<file path="config.mk">
export PLATFORM = sky130hd
export DESIGN_NAME = phy_tx_serializer_flat
export DESIGN_NICKNAME = d
export VERILOG_FILES = /design/src/rtl/phy_tx_serializer_pkg.sv /design/src/rtl/phy_tx_serializer_if.sv /design/src/rtl/phy_tx_serializer_crc32_serial.sv /design/src/rtl/phy_tx_serializer.sv /design/src/flat_wrapper.sv
export SDC_FILE = /design/constraint.sdc
export NUM_CORES = 1
export LEC_CHECK = 0
export ABC_AREA = 0
export CORE_UTILIZATION = 35
export DETAILED_ROUTE_END_ITERATION = 7
export PLACE_DENSITY = 0.56
export RECOVER_POWER = 25
export SYNTH_ARGS = -nofsm -noshare
export SYNTH_HDL_FRONTEND = slang
export SYNTH_HIERARCHICAL = 1
export SYNTH_SLANG_ARGS = --single-unit
</file>
<file path="constraint.sdc">
create_clock -name clk -period 2.6 [get_ports clk]
set_clock_uncertainty 0.2 [all_clocks]
set_input_delay 0.52 -clock clk [delete_from_list [all_inputs] [get_ports clk]]
set_output_delay 0.52 -clock clk [all_outputs]
set_load 0.005 [all_outputs]
</file>
<file path="src/rtl/phy_tx_serializer_pkg.sv">
// Package phy_tx_pkg: shared constants and helpers for the PHY transmit path.
//   - FSM state encoding (IDLE, PREAMBLE, PAYLOAD, CRC)
//   - CRC-32 constants (reflected polynomial, initial value)
//   - default preamble length
//   - crc32_step(): one-bit LSB-first CRC-32 update, shared by the serial
//     CRC engine and by the serializer's end-of-payload lookahead
package phy_tx_pkg;

  localparam logic [1:0] ST_IDLE     = 2'd0;
  localparam logic [1:0] ST_PREAMBLE = 2'd1;
  localparam logic [1:0] ST_PAYLOAD  = 2'd2;
  localparam logic [1:0] ST_CRC      = 2'd3;

  localparam logic [31:0] CRC32_POLY_REFL = 32'hEDB88320;
  localparam logic [31:0] CRC32_INIT      = 32'hFFFFFFFF;
  localparam int          CRC_BITS        = 32;

  localparam int DEFAULT_PREAMBLE_BITS = 16;

  // Reflected CRC-32: feedback is the register LSB xor the incoming bit.
  function automatic logic [31:0] crc32_step(input logic [31:0] crc, input logic din);
    logic fb;
    fb = crc[0] ^ din;
    return (crc >> 1) ^ (fb ? CRC32_POLY_REFL : 32'h0);
  endfunction

endpackage

</file>
<file path="src/rtl/phy_tx_serializer_if.sv">
// Interface between the protocol-layer transmitter and the PHY serializer.
//   msg_valid/msg_data/msg_ready : message handshake
//   tx_abort                     : discard the frame in progress
//   tx_data/tx_en                : registered serial line bit and driver enable
//   tx_done/tx_aborted           : one-cycle completion / abort pulses
//
// Handshake: a message is transferred on a rising clock edge where
// msg_valid and msg_ready are both high; msg_data must be stable while
// msg_valid is high. msg_ready is combinational and may drop without a
// transfer (e.g. when tx_abort is raised).
//
// Modports: master = protocol layer, slave = serializer.
interface phy_tx_serializer_if #(
  parameter int MSG_BITS = 32
);
  logic                msg_valid;
  logic [MSG_BITS-1:0] msg_data;
  logic                msg_ready;
  logic                tx_abort;
  logic                tx_data;
  logic                tx_en;
  logic                tx_done;
  logic                tx_aborted;

  modport master (
    output msg_valid, msg_data, tx_abort,
    input  msg_ready, tx_data, tx_en, tx_done, tx_aborted
  );

  modport slave (
    input  msg_valid, msg_data, tx_abort,
    output msg_ready, tx_data, tx_en, tx_done, tx_aborted
  );
endinterface

</file>
<file path="src/rtl/phy_tx_serializer_crc32_serial.sv">
// crc32_serial: bit-serial CRC-32 register (reflected, LSB-first).
// Shared with the receive path.
//   clk, reset_n : clock, asynchronous active-low reset (register -> init)
//   clear        : reload the initial value (wins over enable)
//   enable       : fold din into the register this cycle
//   din          : payload bit
//   crc          : current (uncomplemented) register value
module crc32_serial
  import phy_tx_pkg::*;
(
  input  logic        clk,
  input  logic        reset_n,
  input  logic        clear,
  input  logic        enable,
  input  logic        din,
  output logic [31:0] crc
);

  always_ff @(posedge clk or negedge reset_n) begin
    if (!reset_n) begin
      crc <= CRC32_INIT;
    end else if (clear) begin
      crc <= CRC32_INIT;
    end else if (enable) begin
      crc <= crc32_step(crc, din);
    end
  end

endmodule

</file>
<file path="src/rtl/phy_tx_serializer.sv">
// phy_tx_serializer: turns one protocol-layer message into a line frame:
//   PREAMBLE_BITS alternating bits (0,1,...,1), MSG_BITS payload bits LSB
//   first, then the complemented CRC-32 of the payload, LSB first.
//   One line bit advances per bit_tick; without ticks the bit is held.
// Ports:
//   clk, reset_n : clock, asynchronous active-low reset
//   bit_tick     : one-cycle bit-rate enable
//   bus          : slave side of phy_tx_serializer_if (handshake + line)
//   dbg_state    : current FSM state (phy_tx_pkg ST_* encoding)
module phy_tx_serializer
  import phy_tx_pkg::*;
#(
  parameter int PREAMBLE_BITS = DEFAULT_PREAMBLE_BITS,
  parameter int MSG_BITS      = 32
) (
  input  logic                 clk,
  input  logic                 reset_n,
  input  logic                 bit_tick,
  phy_tx_serializer_if.slave   bus,
  output logic [1:0]           dbg_state
);

  // Sized for the largest legal preamble so the counter never wraps.
  localparam int CNT_W = $clog2(64 + MSG_BITS + CRC_BITS + 1);
  localparam logic [CNT_W-1:0] PRE_LAST = CNT_W'(PREAMBLE_BITS - 1);
  localparam logic [CNT_W-1:0] MSG_LAST = CNT_W'(MSG_BITS - 1);
  localparam logic [CNT_W-1:0] CRC_LAST = CNT_W'(CRC_BITS - 1);

  logic [1:0]          state;
  logic [CNT_W-1:0]    bit_cnt;
  logic [MSG_BITS-1:0] msg_sr;     // bit 0 is the payload bit on the line
  logic [31:0]         crc_sr;     // bit 0 is the CRC bit on the line
  logic [31:0]         crc;
  logic [31:0]         crc_final;
  logic                accept;
  logic                crc_en;
  logic                tx_data_q;
  logic                tx_en_q;
  logic                tx_done_q;
  logic                tx_aborted_q;

  assign bus.msg_ready = (state == ST_IDLE) && !bus.tx_abort;
  assign accept        = bus.msg_valid && bus.msg_ready;
  assign crc_en        = (state == ST_PAYLOAD) && bit_tick && !bus.tx_abort;

  // CRC including the payload bit being shifted out this tick; used to
  // load the CRC shifter on the last payload tick without a bubble.
  assign crc_final = crc32_step(crc, msg_sr[0]);

  crc32_serial u_crc (
    .clk     (clk),
    .reset_n (reset_n),
    .clear   (accept),
    .enable  (crc_en),
    .din     (msg_sr[0]),
    .crc     (crc)
  );

  always_ff @(posedge clk or negedge reset_n) begin
    if (!reset_n) begin
      state        <= ST_IDLE;
      bit_cnt      <= '0;
      msg_sr       <= '0;
      crc_sr       <= '0;
      tx_data_q    <= 1'b0;
      tx_en_q      <= 1'b0;
      tx_done_q    <= 1'b0;
      tx_aborted_q <= 1'b0;
    end else begin
      tx_done_q    <= 1'b0;
      tx_aborted_q <= 1'b0;
      if ((state != ST_IDLE) && bus.tx_abort) begin
        // Abort outranks everything, including the final CRC tick.
        state        <= ST_IDLE;
        bit_cnt      <= '0;
        tx_en_q      <= 1'b0;
        tx_data_q    <= 1'b0;
        tx_aborted_q <= 1'b1;
      end else begin
        case (state)
          ST_IDLE: begin
            if (accept) begin
              state     <= ST_PREAMBLE;
              bit_cnt   <= '0;
              msg_sr    <= bus.msg_data;
              tx_en_q   <= 1'b1;
              tx_data_q <= 1'b0;
            end
          end
          ST_PREAMBLE: begin
            if (bit_tick) begin
              if (bit_cnt == PRE_LAST) begin
                state     <= ST_PAYLOAD;
                bit_cnt   <= '0;
                tx_data_q <= msg_sr[0];
              end else begin
                bit_cnt   <= bit_cnt + CNT_W'(1);
                // Preamble bit k is k[0]; the next one is the inverse of the current.
                tx_data_q <= ~bit_cnt[0];
              end
            end
          end
          ST_PAYLOAD: begin
            if (bit_tick) begin
              msg_sr <= msg_sr >> 1;
              if (bit_cnt == MSG_LAST) begin
                state     <= ST_CRC;
                bit_cnt   <= '0;
                crc_sr    <= ~crc_final;
                tx_data_q <= ~crc_final[0];
              end else begin
                bit_cnt   <= bit_cnt + CNT_W'(1);
                tx_data_q <= msg_sr[1];
              end
            end
          end
          ST_CRC: begin
            if (bit_tick) begin
              if (bit_cnt == CRC_LAST) begin
                state     <= ST_IDLE;
                bit_cnt   <= '0;
                tx_en_q   <= 1'b0;
                tx_data_q <= 1'b0;
                tx_done_q <= 1'b1;
              end else begin
                bit_cnt   <= bit_cnt + CNT_W'(1);
                crc_sr    <= crc_sr >> 1;
                tx_data_q <= crc_sr[1];
              end
            end
          end
          default: begin
            state <= ST_IDLE;
          end
        endcase
      end
    end
  end

  assign bus.tx_data    = tx_data_q;
  assign bus.tx_en      = tx_en_q;
  assign bus.tx_done    = tx_done_q;
  assign bus.tx_aborted = tx_aborted_q;
  assign dbg_state      = state;

endmodule

</file>
<file path="src/flat_wrapper.sv">
// flat-port wrapper written by rule: the top's interface ports become plain ports
module phy_tx_serializer_flat import phy_tx_pkg::*;
#(
  parameter int PREAMBLE_BITS = DEFAULT_PREAMBLE_BITS,
  parameter int MSG_BITS      = 32
)
  (clk, reset_n, bit_tick, dbg_state, bus_msg_valid, bus_msg_data, bus_tx_abort, bus_msg_ready, bus_tx_data, bus_tx_en, bus_tx_done, bus_tx_aborted);
  phy_tx_serializer_if #(.MSG_BITS(MSG_BITS)) bus_i ();
  input  logic clk;
  input  logic reset_n;
  input  logic bit_tick;
  output logic [1:0] dbg_state;
  input wire logic [$bits(bus_i.msg_valid)-1:0] bus_msg_valid;
  input wire logic [$bits(bus_i.msg_data)-1:0] bus_msg_data;
  input wire logic [$bits(bus_i.tx_abort)-1:0] bus_tx_abort;
  output wire logic [$bits(bus_i.msg_ready)-1:0] bus_msg_ready;
  output wire logic [$bits(bus_i.tx_data)-1:0] bus_tx_data;
  output wire logic [$bits(bus_i.tx_en)-1:0] bus_tx_en;
  output wire logic [$bits(bus_i.tx_done)-1:0] bus_tx_done;
  output wire logic [$bits(bus_i.tx_aborted)-1:0] bus_tx_aborted;
  assign bus_i.msg_valid = bus_msg_valid;
  assign bus_i.msg_data = bus_msg_data;
  assign bus_i.tx_abort = bus_tx_abort;
  assign bus_msg_ready = bus_i.msg_ready;
  assign bus_tx_data = bus_i.tx_data;
  assign bus_tx_en = bus_i.tx_en;
  assign bus_tx_done = bus_i.tx_done;
  assign bus_tx_aborted = bus_i.tx_aborted;
  phy_tx_serializer #(.PREAMBLE_BITS(PREAMBLE_BITS), .MSG_BITS(MSG_BITS)) u_core (.clk(clk), .reset_n(reset_n), .bit_tick(bit_tick), .bus(bus_i), .dbg_state(dbg_state));
endmodule
</file>
==> metrics.cfg, run 1 <==
[status]
status = complete, no violations

[setup_path]
slowest_stage = clkdlybuf4s50_1
crit_family = buffers and inverters
end_kind = output port
worstPathCellList = inv_2, ha_2, inv_1, nor2_2, clkdlybuf4s50_1
path_buf_inv = 3
worst_setup_path_start_kind = flip-flop
crit_arrival_ps = 1780
path_class = flip-flop to output port
cp_max_fo = 5
crit_path_max_incr_delay_ps = 510
cp.required_ps = 1880

[route]
finalWirelength_um = 11400
avgViaCountPerCell = 4.94
wl_per_cell_um = 14.0
drc = 0
first_pass_iters = 5
ant_nets = 0
num_vias = 4014
drtIter0Drc = 236

[sta]
fin_hold_ws_ps = 289
fin_tns_setup_ps = 0
rsz0062_at_grt = false
max_freq_ghz = 0.399
tightest_slew_ps = 1090
period_needed_ps = 2500
timing.final.crit_share = 0.963
setup-violations-final = 0
slew_headroom = 0.271
hold_viol_final = 0
drv_slew = 0

[logic_synthesis]
synth_nets = 602
synth_cell_types = 53
ys_warn_count = 6
synth_top_area_share = 0.339
synth.area.top_cells = dfrtp_1, dfstp_2, a21oi_1, mux2i_1, xor3_1
yosysMostFrequentCell = dfrtp_1
synth.avg_cell_area_um2 = 10.2
syn_area_um2 = 5690
synth_top_area_cell = dfrtp_1
syn_inst = 559
synth_common_cells = dfrtp_1, nor2_1, a21oi_1
ys_seq_elements = 109
yosysSeqAreaShare = 0.486
synth_edf_count = 0
async_reset_ff_frac = 1.00
synth_top_flop_cell = dfrtp_1

[clock_tree]
root_buffer = clkbuf_16
htree_levels = 3
cts_tree = done
clkSinkCount = 109
worstSkewPairLatency_ps = 350
cts_buffer_depth = 2
cts_setup_buffers = 0
cts_made_buffers = 9
clk_pin_slew_ps = 80

[layout]
nets = 635
stdcell_count = 813
area_growth_pct = 17.4
antenna-diode-count = 0
layout-drive-gt1-share = 0.139

[global_routing]
top_usage_layer = met2
overflow = 0
grt.total_usage = 0.152
use_met1 = 0.206
gr-usage-met3 = 0.0235
antenna_found_initial = 0
grt_pass1_vias = 4010
gr-usage-met2 = 0.244
grt_pass1_wl_um = 20100
grt_max_degree = 65

[power_and_ir_drop]
irDropWorstVdd_uv = 449
p_leak_nw = 2.81
power_density_nw_per_um2 = 1150

[die]
die_h_um = 129
start_util = 0.358
die_width_um = 129
coreArea_um2 = 15900
dieArea_um2 = 16800
pin_count = 44
fp-row-count = 46

[place]
hpwl_um = 7420
dp.cells = 796
io_buffer_count = 43
gp_congestion = 0.777

[run]
drv_cap = 0

[hold_path]
hp-class = flip-flop to flip-flop

registers in the layout, summed over array words and instances (netlist names):
name and cells:
u_core/msg_sr 32, u_core/u_crc/crc 32, u_core/crc_sr 31, u_core/bit_cnt 8
u_core/dbg_state 2, u_core/bus.tx_aborted 1, u_core/bus.tx_data 1, u_core/bus.tx_done 1
u_core/bus.tx_en 1
layout by cell type (no fill, tap or decap), types with 3 or more instances in the layout:
| master | netlist | final |
|---|---|---|
| a211o_1 | 32 | 32 |
| a21oi_1 | 66 | 66 |
| a22o_1 | 5 | 5 |
| buf_12 | 1 | 4 |
| buf_4 | 1 | 10 |
| clkbuf_16 | 0 | 9 |
| clkdlybuf4s50_1 | 0 | 42 |
| clkinvlp_4 | 0 | 3 |
| dfrtp_1 | 77 | 75 |
| dfstp_2 | 32 | 32 |
| ha_1 | 6 | 3 |
| ha_2 | 0 | 3 |
| inv_1 | 8 | 6 |
| mux2i_1 | 31 | 31 |
| nand2_1 | 43 | 43 |
| nand3_1 | 6 | 6 |
| nor2_1 | 75 | 74 |
| nor2b_1 | 33 | 33 |
| nor3_1 | 5 | 5 |
| o211ai_1 | 3 | 3 |
| o21ai_0 | 8 | 8 |
| o21ai_1 | 31 | 31 |
| xnor2_1 | 14 | 13 |
| xor3_1 | 13 | 13 |
per-layer routing:
| layer | wire length [um] | up-vias |
|---|---|---|
| met5 | 0 | - |
| met3 | 226 | 13 |
| li1 | - | 2023 |
| met4 | 183 | 0 |
| met1 | 5610 | 1926 |
| met2 | 5390 | 52 |
timing repair:
| action | in CTS | in global routing |
|---|---|---|
| endpoints found under the hold margin | 13 | 0 |
| resized for setup | 0 | 6 |
| hold buffers | 1 | 0 |
| setup endpoints to repair | 0 | 1 |
path summary, 6_finish.rpt:
kind | from | slack, ps | endpoint | cells past startpoint
setup / recovery | u_core/dbg_state[0]$_DFFE_PN0P_ | 100 | bus_msg_ready | 5
hold / removal | u_core/crc_sr[8]$_DFFE_PN0P_ | 290 | u_core/crc_sr[8]$_DFFE_PN0P_ | 2
setup reg to reg | u_core/dbg_state[0]$_DFFE_PN0P_ | 280 | u_core/crc_sr[10]$_DFFE_PN0P_ | 8
hold reg to reg | u_core/crc_sr[8]$_DFFE_PN0P_ | 290 | u_core/crc_sr[8]$_DFFE_PN0P_ | 2
max in group asynchronous | reset_n | 360 | u_core/crc_sr[9]$_DFFE_PN0P_ | 3
min in group asynchronous | reset_n | 580 | u_core/bus.tx_data$_DFFE_PN0P_ | 2
per-stage QoR:
| step | cell area [um^2] | setup WS [ps] | total power [mW] | utilization |
|---|---|---|---|---|
| floorplan | 5690 | 386 | 5.69 | - |
| global placement | 6400 | 166 | 6.33 | 0.403 |
| detailed placement | 6400 | 94.7 | 6.42 | 0.403 |
| CTS | 6700 | 9.81 | 7.79 | 0.422 |
| global route | 6680 | 12.8 | 8.35 | 0.420 |
| finish | 6680 | 96.5 | 7.70 | 0.420 |
logic make-up after synthesis:
group / synth area share
buf+inv: 0.0429
mux: 0.0565
compound gates: 0.178
fa+ha+maj: 0.0132
xor+xnor: 0.0774
flops: 0.486
simple gates: 0.145
report_power, final:
group          internal (mW)  leakage [nW]  switching (mW)
logic                   1.77          1.39            1.64
registers               2.51          1.29           0.445
clock network          0.683         0.133           0.649
total                   4.96          2.81            2.74
area by class of cell:
class / count / area (um^2)
repair buffers: 60 / 603
flip-flops and latches: 109 / 2770
fillers: 1581 / 9210
clock buffers: 10 / 239
clock inverters: 6 / 47.5
well taps: 216 / 270
multi-input cells: 404 / 2720
inverters: 8 / 30.0
tightest hold or removal path, delay by kind of cell, from the launching register on:
family	cells	cell delay (ps)
flip-flops	1	350
AO/OA/AOI/OAI	1	60
AND/OR/NAND/NOR	1	50
No activity file was read; power rests on OpenSTA's default activity.
==> run 2: changes to the inputs <==
Settings changed: CAP_MARGIN set to 30, CORE_MARGIN set to 1, CTS_CLUSTER_SIZE set to 10.
==> run 2 against run 1 <==
Count of clock-buffer cells in the layout did not move; flip-flop and latch count did not move; utilization rose by 0.17 points; sequential power barely moved; combinational power barely moved; global-route usage fell by 0.085 points; cell area rose by 0.41%; hold slack barely moved; die area did not move; fmax fell by 0.10%; non-clock buffer count rose by 2; first-iteration DRC count fell by 3.0%.
==> metrics.cfg, run 2 (synthesis results as in run 1) <==
[layout]
layout_commonest_cell = dfrtp_1
largestRegisters = u_core/msg_sr (32), u_core/u_crc/crc (32), u_core/crc_sr (31)
stdcell_count = 815
final_area_um2 = 6710
n_fill_cell = 1585
multi_input_area_um2 = 2720
ff_latch_area_um2 = 2770
area_growth_pct = 17.9
mostFrequentLayoutCells = dfrtp_1, nor2_1, a21oi_1
nets = 637
antenna-diode-count = 0
layout-drive-gt1-share = 0.135

[setup_path]
path_class = flip-flop to output port
worstPathCellList = inv_2, ha_1, inv_1, nor2_2, clkdlybuf4s50_1
crit_arrival_ps = 1790
slowest_stage = clkdlybuf4s50_1
crit_family = buffers and inverters
end_kind = output port
crit_path_max_incr_delay_ps = 510
cp_max_fo = 5
worst_setup_path_start_kind = flip-flop
path_buf_inv = 3
cp.required_ps = 1880

[sta]
tightest_slew_ps = 801
slew_headroom = 0.466
setup-violations-final = 0
drv_slew = 0
period_needed_ps = 2510
hold_viol_final = 0
timing.final.crit_share = 0.964
rsz0062_at_grt = false
fin_tns_setup_ps = 0
max_freq_ghz = 0.399

[route]
num_vias = 3976
ant_nets = 0
first_pass_iters = 4
wl_per_cell_um = 13.9
drc = 0
drtIter0Drc = 229
avgViaCountPerCell = 4.88
finalWirelength_um = 11400

[hold_path]
hp-class = flip-flop to flip-flop

[clock_tree]
worstSkewPairLatency_ps = 350
cts_tree = done
clk_pin_slew_ps = 70
cts_made_buffers = 9
clkSinkCount = 109
root_buffer = clkbuf_16
htree_levels = 3
cts_buffer_depth = 2

[global_routing]
overflow = 0
antenna_found_initial = 0
grt.total_usage = 0.151
grt_pass1_wl_um = 20100
grt_pass1_vias = 3980
grt_max_degree = 65

[die]
pin_count = 44
start_util = 0.358
die_width_um = 129
die_h_um = 129
dieArea_um2 = 16800
fp-row-count = 46
coreArea_um2 = 15900

[power_and_ir_drop]
power_density_nw_per_um2 = 1160
p_leak_nw = 2.83
irDropWorstVdd_uv = 398

[place]
place_area_um2 = 6420
gp_congestion = 0.777
dp.cells = 797
io_buffer_count = 43
hpwl_um = 7510

[status]
status = complete, no violations

[run]
drv_cap = 0

## run 2: changes by cell type in the layout (fill, tap and decap cells not counted), sizes merged
cell / change
buf: +2
clkinv: -2
bufinv: +1
inv: +1
## run 2: report_power, final
group          switching [mW]  internal (mW)  total [mW]
Combinational            1.65           1.80        3.44
Sequential              0.439           2.51        2.95
Clock                   0.647          0.755        1.40
Total                    2.73           5.06        7.79
## run 2: path summary, 6_finish.rpt
| check | endpoint | startpoint | depth (start not counted) | slack, ps |
|---|---|---|---|---|
| hold reg to reg | u_core/crc_sr[6]$_DFFE_PN0P_ | u_core/crc_sr[6]$_DFFE_PN0P_ | 2 | 290 |
| setup reg to reg | u_core/crc_sr[16]$_DFFE_PN0P_ | u_core/dbg_state[0]$_DFFE_PN0P_ | 8 | 310 |
| hold / removal | u_core/crc_sr[6]$_DFFE_PN0P_ | u_core/crc_sr[6]$_DFFE_PN0P_ | 2 | 290 |
| min in group asynchronous | u_core/bus.tx_data$_DFFE_PN0P_ | reset_n | 2 | 580 |
| max in group asynchronous | u_core/crc_sr[9]$_DFFE_PN0P_ | reset_n | 3 | 370 |
| setup / recovery | bus_msg_ready | u_core/dbg_state[0]$_DFFE_PN0P_ | 5 | 90 |
## run 2: per-stage QoR
stage,total power [mW],setup WS (ps),utilization,hold slack [ps]
after global placement,6.33,166,0.403,271
after detailed placement,6.46,87.1,0.404,276
final,7.79,94.0,0.422,289
after CTS,7.90,3.55,0.424,292
after global routing,8.45,6.54,0.422,306
after floorplan,5.69,386,-,24.4
## run 2: layout make-up
type / instances / area share
Sequential cell: 109 / 0.413
Clock buffer: 10 / 0.0341
Timing Repair Buffer: 62 / 0.0927
Tap cell: 216 / 0.0403
Multi-Input combinational cell: 404 / 0.405
Clock inverter: 6 / 0.0104
Inverter: 8 / 0.00448
## run 2: worst reg2reg max path, cell delays in order, from the launching register on
cell and delay [ps]:
dfrtp_2 440, inv_2 90, ha_2 250, inv_1 180, nor4_1 480, o21bai_4 200
buf_12 210, nand2_1 70, o21ai_1 60
## run 2: metal layers
layer  vias to the layer above  wire length (um)  global-route usage
met5                         -                 0                   0
met4                         0               197              0.0602
met3                        15               246              0.0235
met2                        37              5280               0.238
met1                      1901              5640               0.209
li1                       2023                 -                   -
## run 2: timing repair
item | CTS | global route
endpoints found under the setup margin | 1 | 1
pin swaps | 0 | 0
endpoints found under the hold margin | 13 | 0
hold buffers | 1 | 0
gates resized for setup | 0 | 3
buffers inserted | 1 | 0
==> run 3: changes to the inputs <==
Settings changed: CAP_MARGIN 30 to 20, CTS_CLUSTER_DIAMETER set to 40.
==> run 3 against run 2 <==
Die area did not move; routed wire length did not move; global-route usage did not move; sequential power barely moved; utilization did not move.
==> metrics.cfg, run 3 (synthesis results as in run 1) <==
[status]
status = complete, no violations

[place]
pre_cts_slack_ps = 87.1
io_buffer_count = 43
hpwl_um = 7510
gp_congestion = 0.777

[clock_tree]
cts_buffer_depth = 2
htree_levels = 3
root_buffer = clkbuf_16
clk_pin_slew_ps = 70
clkSinkCount = 109
worstSkewPairLatency_ps = 350
cts_made_buffers = 9
cts_tree = done

[setup_path]
crit_path_max_incr_delay_ps = 510
slowest_stage = clkdlybuf4s50_1
worst_setup_path_start_kind = flip-flop
path_buf_inv = 3
cp_max_fo = 5
end_kind = output port
reg2reg_to = u_core/crc_sr[16]$_DFFE_PN0P_
worstPathCellList = inv_2, ha_1, inv_1, nor2_2, clkdlybuf4s50_1
crit_family = buffers and inverters
reg2reg_depth = 8
rrSetupSlack_ps = 310
cp.required_ps = 1880
crit_arrival_ps = 1790
r2r-start = u_core/dbg_state[0]$_DFFE_PN0P_
path_class = flip-flop to output port
cp-startpoint = u_core/dbg_state[0]$_DFFE_PN0P_

[route]
drtIter0Drc = 229
wl_per_cell_um = 13.9
num_vias = 3976
ant_nets = 0
avgViaCountPerCell = 4.88
finalWirelength_um = 11400
drc = 0
first_pass_iters = 4

[sta]
period_needed_ps = 2510
setup_ws_ps = 94.0
slew_headroom = 0.466
drv_slew = 0
timing.final.crit_share = 0.964
fin_tns_setup_ps = 0
hold_viol_final = 0
max_freq_ghz = 0.399
tightest_slew_ps = 801
rsz0062_at_grt = false
setup-violations-final = 0

[global_routing]
grt.total_usage = 0.151
overflow = 0
grt_pass1_wl_um = 20100
grt_max_degree = 65
grt_pass1_vias = 3980
antenna_found_initial = 0

[power_and_ir_drop]
p_leak_nw = 2.83
power_mw = 7.79
irDropWorstVdd_uv = 398
power_density_nw_per_um2 = 1160

[run]
drv_cap = 0

[layout]
nets = 637
layout_commonest_cell = dfrtp_1
largestRegisters = u_core/msg_sr (32), u_core/u_crc/crc (32), u_core/crc_sr (31)
layout-drive-gt1-share = 0.135
area_growth_pct = 17.9
postLayoutCoreUtil = 0.422
antenna-diode-count = 0
mostFrequentLayoutCells = dfrtp_1, nor2_1, a21oi_1

[die]
die_h_um = 129
die_width_um = 129
coreArea_um2 = 15900
dieArea_um2 = 16800
fp-row-count = 46
start_util = 0.358
pin_count = 44

[hold_path]
hold_depth = 2
worstHoldStart = u_core/crc_sr[6]$_DFFE_PN0P_
hp-class = flip-flop to flip-flop
hold_end = u_core/crc_sr[6]$_DFFE_PN0P_

==> run 3: routing by layer <==
layer  GRT usage  vias up  wire length (um)
li1            -     2023                 -
met1       0.209     1901              5640
met2       0.238       37              5280
met3      0.0235       15               246
met4      0.0602        0               197
met5           0        -                 0
==> run 3: final cells by class <==
cell class	instances	area (um^2)
tap	216	270
fill	1585	9180
clock inverter	6	70.1
multi-input combinational	404	2720
sequential	109	2770
inverter	8	30.0
timing repair buffer	62	622
clock buffer	10	229
==> run 3: how the worst max path moves through the flow <==
stage	slack, ps	cells after the start	endpoint
6_report	90	5	bus_msg_ready
5_1_grt	7	5	bus_msg_ready
3_5_place_dp	90	8	u_core/bit_cnt[6]$_DFFE_PN0P_
4_1_cts	4	5	bus_msg_ready
2_1_floorplan	390	7	u_core/bit_cnt[3]$_DFFE_PN0P_
3_3_place_gp	170	8	u_core/bit_cnt[6]$_DFFE_PN0P_
==> run 3: what timing repair did <==
item / 4_1_cts / 5_1_grt
hold buffers: 1 / 0
resized for setup: 0 / 3
setup buffers: 1 / 0
endpoints found under the hold margin: 13 / 0
endpoints found under the setup margin: 1 / 1
==> run 3: power by group <==
group          leakage [nW]  internal (mW)  switching, mW
Clock                 0.136          0.755          0.647
Combinational          1.40           1.80           1.65
Sequential             1.29           2.51          0.439
Total                  2.83           5.06           2.73
==> run 3: worst min-delay path, delay by kind of cell (launching register included) <==
family | cells | cell delay (ps)
AND/OR/NAND/NOR | 1 | 50
AO/OA/AOI/OAI | 1 | 60
flip-flops | 1 | 340
==> run 3: stage by stage <==
step	hold WS, ps	cell area, um^2	cells
3_5_place_dp	276	6420	797
4_1_cts	292	6730	815
2_1_floorplan	24.4	5690	559
3_3_place_gp	271	6400	796
5_1_grt	306	6710	815
6_report	289	6710	815
